**src/rtl/staff_fb_pkg.sv**
```systemverilog
// Shared geometry and pixel constants for the 320x180 staff framebuffer.
// The pixel writer and the scan-out reader both import this package.
package staff_fb_pkg;

    localparam int FB_WIDTH     = 320;
    localparam int FB_HEIGHT    = 180;
    localparam int STAFF_TOP    = 75;
    localparam int STAFF_HEIGHT = 35;
    localparam int CELL_WIDTH   = 5;

    localparam logic [7:0]  PIX_WHITE      = 8'hFF;
    localparam logic [7:0]  PIX_STAFF_LINE = 8'h94;
    localparam logic [15:0] FB_LAST_ADDR   = 16'(FB_WIDTH * FB_HEIGHT - 1);

    typedef struct packed {
        logic valid;
        logic in_range;
        logic cursor;
        logic hsync;
        logic vsync;
        logic active_draw;
    } pix_flags_t;

    // fy*320 + fx as two shifts and adds, so no multiplier is inferred.
    function automatic logic [15:0] fb_addr_of(input logic [15:0] fx, input logic [15:0] fy);
        return (fy << 8) + (fy << 6) + fx;
    endfunction

endpackage

```
**src/rtl/pipeline_delay.sv**
```systemverilog
// Fixed-length shift register for strobes and per-pixel flags.
// All stages clear asynchronously so a reset blanks everything in flight.
module pipeline_delay #(
    parameter int WIDTH  = 1,
    parameter int STAGES = 1
) (
    input  logic             clk_in,
    input  logic             rst_in,
    input  logic [WIDTH-1:0] d_in,
    output logic [WIDTH-1:0] q_out
);

    logic [WIDTH-1:0] stage_q [STAGES];

    always_ff @(posedge clk_in or posedge rst_in) begin
        if (rst_in) begin
            for (int i = 0; i < STAGES; i++) begin
                stage_q[i] <= '0;
            end
        end else begin
            stage_q[0] <= d_in;
            for (int i = 1; i < STAGES; i++) begin
                stage_q[i] <= stage_q[i-1];
            end
        end
    end

    assign q_out = stage_q[STAGES-1];

endmodule

```
**src/rtl/staff_frame_reader.sv**
```systemverilog
// Scan-out reader: maps 1280x720 screen coordinates onto the 320x180 staff
// framebuffer, hides the RAM read latency and overlays the playhead cursor.
module staff_frame_reader
    import staff_fb_pkg::*;
#(
    parameter int   SCALE_LOG2   = 2,
    parameter int   READ_LATENCY = 2,
    parameter logic CURSOR_EN    = 1'b1
) (
    input  logic        clk_in,
    input  logic        rst_in,
    input  logic [10:0] hcount_in,
    input  logic [9:0]  vcount_in,
    input  logic        hsync_in,
    input  logic        vsync_in,
    input  logic        active_draw_in,
    input  logic        new_frame_in,
    input  logic [5:0]  current_staff_cell_in,
    input  logic [15:0] fb_data_in,
    output logic [15:0] fb_addr_out,
    output logic [7:0]  red_out,
    output logic [7:0]  green_out,
    output logic [7:0]  blue_out,
    output logic        hsync_out,
    output logic        vsync_out,
    output logic        active_draw_out,
    output logic        frame_read_done_out
);

    logic [10:0] fx;
    logic [9:0]  fy;
    logic        in_range;
    logic [15:0] addr_next;
    logic [5:0]  cell_q;
    logic [10:0] cell_x0;
    logic        cursor;
    logic        last_hit;
    logic        done_sticky_q;
    pix_flags_t  flags_in;
    pix_flags_t  flags_dly;
    logic [7:0]  pix_data;
    logic        unused_data_hi;

    assign fx = hcount_in >> SCALE_LOG2;
    assign fy = vcount_in >> SCALE_LOG2;

    assign in_range  = active_draw_in && (fx < 11'(FB_WIDTH)) && (fy < 10'(FB_HEIGHT));
    assign addr_next = fb_addr_of({5'b0, fx}, {6'b0, fy});

    assign cell_x0 = 11'({cell_q, 2'b00}) + 11'(cell_q);
    assign cursor  = CURSOR_EN && in_range
                     && (fx >= cell_x0) && (fx <= cell_x0 + 11'(CELL_WIDTH - 1))
                     && (fy >= 10'(STAFF_TOP)) && (fy < 10'(STAFF_TOP + STAFF_HEIGHT));

    assign last_hit = in_range && (addr_next == FB_LAST_ADDR);

    // Cell only moves at frame start so the cursor never tears mid-frame.
    always_ff @(posedge clk_in or posedge rst_in) begin
        if (rst_in) begin
            cell_q <= '0;
        end else if (new_frame_in) begin
            cell_q <= current_staff_cell_in;
        end
    end

    // The last pixel is read on four consecutive screen rows; report only the first.
    always_ff @(posedge clk_in or posedge rst_in) begin
        if (rst_in) begin
            fb_addr_out         <= '0;
            frame_read_done_out <= 1'b0;
            done_sticky_q       <= 1'b0;
        end else begin
            if (in_range) begin
                fb_addr_out <= addr_next;
            end
            frame_read_done_out <= last_hit && !done_sticky_q;
            done_sticky_q       <= new_frame_in ? 1'b0 : (done_sticky_q | last_hit);
        end
    end

    always_comb begin
        flags_in             = '0;
        flags_in.valid       = 1'b1;
        flags_in.in_range    = in_range;
        flags_in.cursor      = cursor;
        flags_in.hsync       = hsync_in;
        flags_in.vsync       = vsync_in;
        flags_in.active_draw = active_draw_in;
    end

    // Address register plus RAM latency; the colour register adds the last stage.
    pipeline_delay #(
        .WIDTH  ($bits(pix_flags_t)),
        .STAGES (READ_LATENCY + 1)
    ) u_flag_delay (
        .clk_in (clk_in),
        .rst_in (rst_in),
        .d_in   (flags_in),
        .q_out  (flags_dly)
    );

    assign pix_data       = fb_data_in[7:0];
    assign unused_data_hi = ^fb_data_in[15:8];

    always_ff @(posedge clk_in or posedge rst_in) begin
        if (rst_in) begin
            red_out         <= '0;
            green_out       <= '0;
            blue_out        <= '0;
            hsync_out       <= 1'b0;
            vsync_out       <= 1'b0;
            active_draw_out <= 1'b0;
        end else begin
            hsync_out       <= flags_dly.hsync;
            vsync_out       <= flags_dly.vsync;
            active_draw_out <= flags_dly.active_draw;
            if (!flags_dly.valid) begin
                red_out   <= '0;
                green_out <= '0;
                blue_out  <= '0;
            end else if (!flags_dly.in_range) begin
                red_out   <= PIX_WHITE;
                green_out <= PIX_WHITE;
                blue_out  <= PIX_WHITE;
            end else begin
                red_out   <= pix_data;
                green_out <= pix_data;
                blue_out  <= flags_dly.cursor ? PIX_WHITE : pix_data;
            end
        end
    end

endmodule

```
**config.mk**
```make
export PLATFORM = sky130hd
export DESIGN_NAME = staff_frame_reader
export DESIGN_NICKNAME = d
export VERILOG_FILES = /design/src/rtl/staff_fb_pkg.sv /design/src/rtl/pipeline_delay.sv /design/src/rtl/staff_frame_reader.sv
export SDC_FILE = /design/constraint.sdc
export NUM_CORES = 1
export LEC_CHECK = 0
export ABC_AREA = 1
export BUFFER_PORTS_ARGS = -buffer_cell sky130_fd_sc_hd__buf_2
export CELL_PAD_IN_SITES_DETAIL_PLACEMENT = 1
export CELL_PAD_IN_SITES_GLOBAL_PLACEMENT = 1
export CORE_MARGIN = 2
export CORE_UTILIZATION = 30
export DETAILED_ROUTE_END_ITERATION = 7
export PLACE_DENSITY = 0.63
export SYNTH_ARGS = -nofsm -noshare
export SYNTH_HDL_FRONTEND = slang
export SYNTH_SLANG_ARGS = --single-unit
```
**constraint.sdc**
```tcl
create_clock -name clk_in -period 3.2 [get_ports clk_in]
set_clock_uncertainty 0.2 [all_clocks]
set_input_delay 0.64 -clock clk_in [delete_from_list [all_inputs] [get_ports clk_in]]
set_output_delay 0.64 -clock clk_in [all_outputs]
set_load 0.005 [all_outputs]
```
==> results of run 1 <==
## area by class of cell
class                           instances  area [um^2]
Fill cell                            1328         6750
Multi-Input combinational cell        244         1540
Sequential cell                        61         1530
Timing Repair Buffer                   87          453
Inverter                               50          188
Tap cell                              140          175
Clock buffer                           10          128
Clock inverter                          6         87.6
## cell usage after synthesis
cell | instances | area (um^2)
nand2_1 | 88 | 330
dfrtp_1 | 61 | 1530
inv_1 | 48 | 180
ha_1 | 36 | 450
a21oi_1 | 22 | 110
nor2_1 | 20 | 75.1
o21ai_0 | 17 | 85.1
nand3_1 | 14 | 70.1
a31oi_1 | 9 | 56.3
buf_4 | 8 | 60.1
nand3b_1 | 6 | 45.0
nor3_1 | 6 | 30.0
clkbuf_1 | 4 | 15.0
nand4_1 | 4 | 25.0
xor2_1 | 4 | 35.0
fa_1 | 3 | 60.1
mux2_2 | 3 | 33.8
xnor2_1 | 3 | 26.3
buf_6 | 2 | 22.5
inv_2 | 2 | 7.51
o2111ai_1 | 2 | 17.5
xor2_2 | 2 | 32.5
a21o_1 | 1 | 7.51
a21oi_4 | 1 | 16.3
conb_1 | 1 | 3.75
nand2b_1 | 1 | 6.26
nor2_4 | 1 | 11.3
## repair_timing
item | 4_1_cts | 5_1_grt
buffers inserted | 0 | 1
endpoints found under the setup margin | 0 | 1
resized for setup | 0 | 3
## metal layers
metal / share of wire, % / wire (um) / GRT usage, %
met1: 47 / 3710 / 18.0
met2: 47 / 3670 / 23.5
met3: 5.2 / 407 / 3.32
met4: 1.1 / 84 / 3.25
met5: 0 / 0 / 0
## stage by stage
step	hold WS, ns	total power, W	instances	cell area, um^2	utilization, %
final	0.143	0.00225	598	4100	37.8
after global routing	0.143	0.00242	598	4100	37.8
after CTS	0.148	0.00228	597	4080	37.6
after detailed placement	0.136	0.00153	581	3860	35.6
after global placement	0.131	0.00151	581	3860	35.6
after floorplan	0.131	0.00130	369	3340	-
## flip-flops by register name, indices dropped and copies added (netlist names)
| signal | flops |
|---|---|
| vsync_out | 1 |
| fb_addr_out | 16 |
| green_out | 8 |
| u_flag_delay.q_out | 6 |
| cell_q | 6 |
| frame_read_done_out | 1 |
| hsync_out | 1 |
| blue_out | 8 |
| active_draw_out | 1 |
| done_sticky_q | 1 |
| u_flag_delay.stage_q | 12 |
## power groups by stage
stage | clock, W | combinational, W | sequential, W
4_1_cts | 0.000761 | 0.000625 | 0.000893
3_5_place_dp | 0 | 0.000622 | 0.000908
6_report | 0.000740 | 0.000619 | 0.000891
3_3_place_gp | 0 | 0.000605 | 0.000905
2_1_floorplan | 0 | 0.000402 | 0.000903
5_1_grt | 0.000801 | 0.000716 | 0.000900
## kinds of logic after synthesis
| logic type | synth area share (%) |
|---|---|
| and+or+nand+nor | 17.8 |
| buffers and inverters | 8.54 |
| DFF | 45.7 |
| AOI/OAI and AO/OA | 8.77 |
| adders and majority gates | 15.3 |
| xor gates and xnor gates | 2.81 |
| muxes | 1.01 |
| other | 0.112 |
## worst max-delay path: stages, from the launching register on
cell and delay, ns:
dfrtp_1 0.41, ha_1 0.22, fa_2 0.55, inv_1 0.07
nor3_2 0.20, nand2_1 0.09, nor2_2 0.13, xor2_1 0.16
ha_1 0.26, a21o_1 0.18, a21oi_1 0.12, nand3_1 0.09
nand2_1 0.07, nand3_1 0.07, nor2_1 0.12
## how the worst min path moves through the flow
stage | slack, ns | startpoint | to
finish | 0.14 | u_flag_delay.stage_q[10] | u_flag_delay.q_out[4]
CTS | 0.15 | u_flag_delay.q_out[1] | vsync_out
global route | 0.14 | u_flag_delay.stage_q[10] | u_flag_delay.q_out[4]
global placement | 0.13 | u_flag_delay.stage_q[16] | u_flag_delay.stage_q[10]
floorplan | 0.13 | u_flag_delay.q_out[0] | active_draw_out
detailed placement | 0.14 | u_flag_delay.stage_q[8] | u_flag_delay.q_out[2]
==> qor.csv, run 1 <==
stage,metric,value,unit
layout,area_growth,22.6,%
cts,insertion_delay,0.33,ns
synth,ys_types,27,
setup_path,timing.rr.end,u_flag_delay.stage_q[15],
cts,root_buffer,clkbuf_8,
setup_path,ff2ff_path_depth,14,
timing,finalHoldViolCount,0,
power,p_int,0.00155,W
timing,slew_headroom,52.9,%
global_route,grt_pass1_vias,2695,
worst_hold_path,holdPathStages,0,
detailed_routing,firstDrtPassIters,4,
detailed_routing,wl_per_cell,13.2,um
timing,setup_viol,0,
synth,synthCells,369,
setup_path,cp-end-kind,flop,
die,fp.dieArea,12000,um^2
global_route,antenna_found_initial,0,
global_route,grt_max_degree,34,
setup_path,endpoint,u_flag_delay.stage_q[15],
cts,path_clk_slew,0.07,ns
synth,synth_fp_nets,457,
die,initial_core_util,30.8,%
placement,port-buffer-count,80,
setup_path,worstPathMaxFanout,3,
cts,numClockSinks,61,
timing,rsz0062_at_grt,no,
job,maxCapViolations,0,
synth,synth_seq_cells,61,
setup_path,cp-start-kind,flop,
cts,cts_htree_levels,3,
power,p_per_area,549,nW/um^2
detailed_routing,vias_per_cell,4.52,
detailed_routing,drc,0,
setup_path,rrSetupSlack,0.20,ns
timing,final_max_slew_viol_count,0,
cts,cts_tree,built,
detailed_routing,first_iter_violations,44,
cts,cts_buffers,9,
outcome,status,completed,
cts,cts_buffer_depth,2,
die,fp.dieH,110,um
timing,fin_tns_setup,0,ns
die,core_area,10800,um^2
power,p_sw,0.000701,W
power,p_clk_share,32.9,%
timing,period_minus_slack,3.00,ns
power,irDropWorstVdd,266,uV
synth,synth.cell_area,3340,um^2
synth,yosys_warnings,0,
detailed_routing,dr_total_vias,2700,
placement,preCtsSetupSlack,0.0951,ns
placement,place_hpwl,6450,um
layout,finalNetCount,541,
power,leakage,2.20,nW
layout,final_common_cell,nand2_1,
setup_path,required,3.26,ns
timing,worst_slack,0.198,ns
global_route,grtUsageTotal,13.9,%
layout,num_antenna_cells,0,
cts,hold_buffers,0,
die,num_io_pins,93,
timing,post-route-period-util,93.8,%
setup_path,worstPathArrival,3.06,ns
synth,synth_seq_area_share,45.7,%
power,pwr-share-comb,27.5,%
setup_path,crit_type,reg -> reg,
layout,most-common-layout-cells,"nand2_1 (88), buf_2 (80), dfrtp_1 (61)",
setup_path,crit_path_start,cell_q[2],
setup_path,r2r_start,cell_q[2],
synth,postSynthAreaPerCell,9.05,um^2
die,rows,38,
detailed_routing,drtAntennaViolNets,0,
die,fp.dieW,110,um
global_route,grt_pass1_wl,12800,um
power,seq_power_share,39.6,%
timing,worstMarginPinSlew,0.705,ns
detailed_routing,drt_wl_total,7870,um
power,p_sw_share,31.2,%
global_route,grt-ovfl-total,0,
placement,routabilityCongestion,0.782,
timing,fmax,333,MHz
layout,drive_gt1_share,25.1,%
worst_hold_path,hold_path.class,reg -> reg,
No activity file was read; power rests on OpenSTA's default activity.
==> run 2, diff against run 1 <==
--- a/config.mk
+++ b/config.mk
@@ -5,14 +5,14 @@
 export SDC_FILE = /design/constraint.sdc
 export NUM_CORES = 1
 export LEC_CHECK = 0
-export ABC_AREA = 1
 export BUFFER_PORTS_ARGS = -buffer_cell sky130_fd_sc_hd__buf_2
 export CELL_PAD_IN_SITES_DETAIL_PLACEMENT = 1
 export CELL_PAD_IN_SITES_GLOBAL_PLACEMENT = 1
 export CORE_MARGIN = 2
 export CORE_UTILIZATION = 30
+export CTS_CLUSTER_DIAMETER = 50
 export DETAILED_ROUTE_END_ITERATION = 7
-export PLACE_DENSITY = 0.63
+export PLACE_DENSITY = 0.62
 export SYNTH_ARGS = -nofsm -noshare
 export SYNTH_HDL_FRONTEND = slang
 export SYNTH_SLANG_ARGS = --single-unit
==> constraint.sdc (replaced) <==
create_clock -name clk_in -period 2.8 [get_ports clk_in]
set_clock_uncertainty 0.2 [all_clocks]
set_input_delay 0.56 -clock clk_in [delete_from_list [all_inputs] [get_ports clk_in]]
set_output_delay 0.56 -clock clk_in [all_outputs]
set_load 0.005 [all_outputs]
==> run 2 against run 1 <==
- critical path depth shrank 1
- cell count shrank 3.5%
- critical endpoint unchanged
- wire length grew 2.7%
- worst setup slack lost 0.53 ns
- synthesized cell count shrank 16%
- highest routed layer unchanged
- global-route usage grew 0.67 points
- sequential share of layout area shrank 3.8 points
- the flow now finishes with violations (negative setup slack)
- die area shrank 2.0%
- hold slack lost 0.085 ns
- count of clock-buffer cells in the layout shrank 1
- area after synthesis shrank 2.1%
==> qor.csv, run 2 <==
stage,metric,value,unit,change
layout,fin_area,4560,um^2,+11%
worst_hold_path,hold_path.class,in -> async,,
synth,synth_fp_nets,398,,-13%
outcome,status,finished with violations,,
detailed_routing,drtAntennaViolNets,0,,unchanged
layout,largest_register_ffs,16,,unchanged
timing,setup_viol,1,,+1
synth,synthFlopType,dfrtp_1,,
layout,largest-register,fb_addr_out,,
die,core_area,10700,um^2,-0.88%
setup_path,rrSetupSlack,-0.33,ns,-0.53 ns
setup_path,cp_cell_sequence,ha_2 -> fa_2 -> a21o_1 -> a21oi_2 -> xnor2_2 -> inv_1 -> ha_1 -> a2111oi_4 -> buf_4 -> inv_2 -> a211o_1 -> a21oi_1 -> a2111oi_2,,
synth,synth_top_cells_by_count,"dfrtp_1 (61), nand2_1 (46), ha_1 (36), inv_1 (19), a21o_1 (16)",,
timing,final_max_slew_viol_count,0,,unchanged
synth,yosys_warnings,0,,unchanged
cts,cts_buffer_depth,2,,unchanged
synth,synth.top_cell.area_share,46.7,%,+0.98 points
timing,rsz0062_at_grt,yes,,
layout,multi_input_area,1760,um^2,+14%
detailed_routing,vias_per_cell,4.58,,+1.4%
power,p_per_area,627,nW/um^2,+14%
global_route,grt_pass1_wl,13300,um,+3.3%
synth,yosys-top-cells-area,"dfrtp_1 (47%), ha_1 (14%), nand2_1 (5.3%), a21o_1 (3.7%), xnor2_1 (2.4%)",,
global_route,grt-ovfl-total,0,,unchanged
job,maxCapViolations,0,,unchanged
setup_path,cp-end-kind,flop,,
cts,root_buffer,clkbuf_8,,
global_route,grt_pass1_vias,2765,,+2.6%
global_route,antenna_found_initial,0,,unchanged
synth,ys_async_sr_fraction,100,%,unchanged
die,rows,38,,unchanged
power,irDropWorstVdd,232,uV,-13%
timing,worst_slack,-0.330,ns,-0.527 ns
die,num_io_pins,93,,unchanged
detailed_routing,drc,0,,unchanged
synth,synthCells,310,,-16%
setup_path,worstPathMaxFanout,4,,+1
detailed_routing,wl_per_cell,14.0,um,+6.4%
placement,placed_cells,560,,-3.6%
setup_path,slowest_stage,dfrtp_1,,
global_route,grt_max_degree,37,,+8.8%
timing,fmax,320,MHz,-4.1%
synth,synth_seq_area_share,46.7,%,+0.98 points
setup_path,critical_path_buf_inv_count,3,,+2
synth,ys_types,43,,+59%
placement,place_hpwl,6540,um,+1.4%
layout,drive_gt1_share,42.1,%,+17 points
cts,numClockSinks,61,,unchanged
placement,dpl-instance-area,4150,um^2,+7.5%
die,initial_core_util,30.4,%,-0.38 points
synth,synth.most_common_cell,dfrtp_1,,
timing,period_minus_slack,3.13,ns,+0.127 ns
layout,reg_top3,"fb_addr_out x16, u_flag_delay.stage_q x12",,
layout,most-common-layout-cells,"buf_2 (77), dfrtp_1 (61), nand2_1 (46)",,
synth,synth_seq_cells,61,,unchanged
layout,area_growth,39.5,%,
die,fp.dieW,108,um,-1.0%
timing,finalHoldViolCount,0,,unchanged
setup_path,cp-start-kind,flop,,
layout,finalNetCount,520,,-3.9%
power,leakage,2.31,nW,+5.1%
layout,final-instance-count-excl-fill,577,,-3.5%
setup_path,path_delay_family,compound AO/OA/AOI/OAI gates,,
synth,synth_area_leader_cell,dfrtp_1,,
detailed_routing,drt_wl_total,8080,um,+2.7%
detailed_routing,first_iter_violations,81,,+84%
cts,path_clk_slew,0.07,ns,about the same
cts,insertion_delay,0.34,ns,about the same
die,fp.dieH,108,um,-1.0%
setup_path,worstPathArrival,3.14,ns,+0.08 ns
timing,worstMarginPinSlew,0.541,ns,-0.165 ns
timing,worst_hold_slack,0.0583,ns,-0.0851 ns
detailed_routing,dr_total_vias,2642,,-2.1%
placement,port-buffer-count,80,,unchanged
setup_path,slowest_delay,0.39,ns,-0.16 ns
layout,fillers,1256,,-5.4%
setup_path,required,2.81,ns,-0.45 ns
synth,synth_edf_count,0,,unchanged
cts,cts_tree,built,,
synth,postSynthAreaPerCell,10.5,um^2,+17%
cts,cts_buffers,9,,unchanged
timing,slew_headroom,63.9,%,+11 points
layout,final_common_cell,buf_2,,
layout,num_antenna_cells,0,,unchanged
setup_path,crit_type,reg -> reg,,
placement,routabilityCongestion,0.786,,+0.54%
layout,register_area,1530,um^2,unchanged
cts,cts_htree_levels,3,,unchanged
timing,post-route-period-util,112,%,+18 points
outcome,violations,negative setup slack,,
die,fp.dieArea,11700,um^2,-2.0%
global_route,grtUsageTotal,14.6,%,+0.67 points
synth,synth.cell_area,3270,um^2,-2.1%
detailed_routing,firstDrtPassIters,4,,unchanged
==> run 2: changes by cell type in the layout (fill, tap and decap cells not counted), moves of 10 or more <==
cell and change:
a21o_1 +15, a21oi_1 -15, buf_4 +38, inv_1 -34, nand2_1 -42, nand3_1 -11, nor2_1 -10, o21a_1 +10
o21ai_0 -12
==> run 2: cell type report <==
type	instances	area share [%]
Tap cell	140	3.84
Clock inverter	7	2.17
Sequential cell	61	33.5
Multi-Input combinational cell	211	38.6
Timing Repair Buffer	126	17.1
Inverter	23	2.11
Clock buffer	9	2.72
==> run 2: what timing repair did <==
item | 4_1_cts | 5_1_grt
setup buffers | 0 | 2
endpoints found under the setup margin | 3 | 3
pin swaps | 15 | 16
resized for setup | 16 | 19
hold buffers | 0 | 0
==> run 2: kinds of logic after synthesis <==
| kind of cell | synth area share (%) |
|---|---|
| AO/OA/AOI/OAI | 15.3 |
| XOR/XNOR | 3.21 |
| adder cells (fa/ha/maj) | 15.6 |
| multiplexers | 1.72 |
| AND/OR/NAND/NOR | 12.1 |
| buffers and inverters | 5.28 |
| flip-flops | 46.7 |
| other | 0.115 |
==> run 2: worst paths after layout <==
path	start	endpoint	depth (start not counted)
setup reg to reg	cell_q[0]	u_flag_delay.stage_q[15]	13
hold reg to reg	u_flag_delay.stage_q[10]	u_flag_delay.q_out[4]	0
hold / removal	rst_in	u_flag_delay.stage_q[13]	2
min in group clk_in	hsync_in	u_flag_delay.stage_q[14]	1
setup / recovery	cell_q[0]	u_flag_delay.stage_q[15]	13
max in group asynchronous	rst_in	u_flag_delay.q_out[5]	3
==> run 2: worst register-to-register path, cell delays in order (launching register included) <==
cell and delay, ns:
dfrtp_1 0.39, ha_2 0.21, fa_2 0.39, a21o_1 0.18
a21oi_2 0.19, xnor2_2 0.18, inv_1 0.07, ha_1 0.23
a2111oi_4 0.29, buf_4 0.17, inv_2 0.03, a211o_1 0.25
a21oi_1 0.16, a2111oi_2 0.07
==> run 2: metrics by stage <==
stage	TNS, ns	utilization [%]	worst slack (ns)	power [W]
floorplan	-0.286	-	-0.144	0.00153
global placement	-2.30	38.7	-0.459	0.00189
detailed placement	-2.81	38.7	-0.525	0.00192
CTS	-0.338	41.4	-0.338	0.00285
global route	-0.576	42.4	-0.514	0.00306
finish	-0.330	42.4	-0.330	0.00286
==> run 2: metal layers <==
metal	GRT usage, %	vias to the layer above	part of all wire [%]
met3	2.59	8	4.1
met2	23.7	66	47
met4	5.77	0	1.9
met1	19.2	1257	47
li1	-	1311	-
met5	0	-	0
==> run 2: power breakdown <==
group / switching (W) / internal, W / leakage (nW)
clock network: 0.000360 / 0.000505 / 0.110
logic: 0.000485 / 0.000490 / 1.46
registers: 0.0000459 / 0.000971 / 0.744
total: 0.000891 / 0.00197 / 2.31
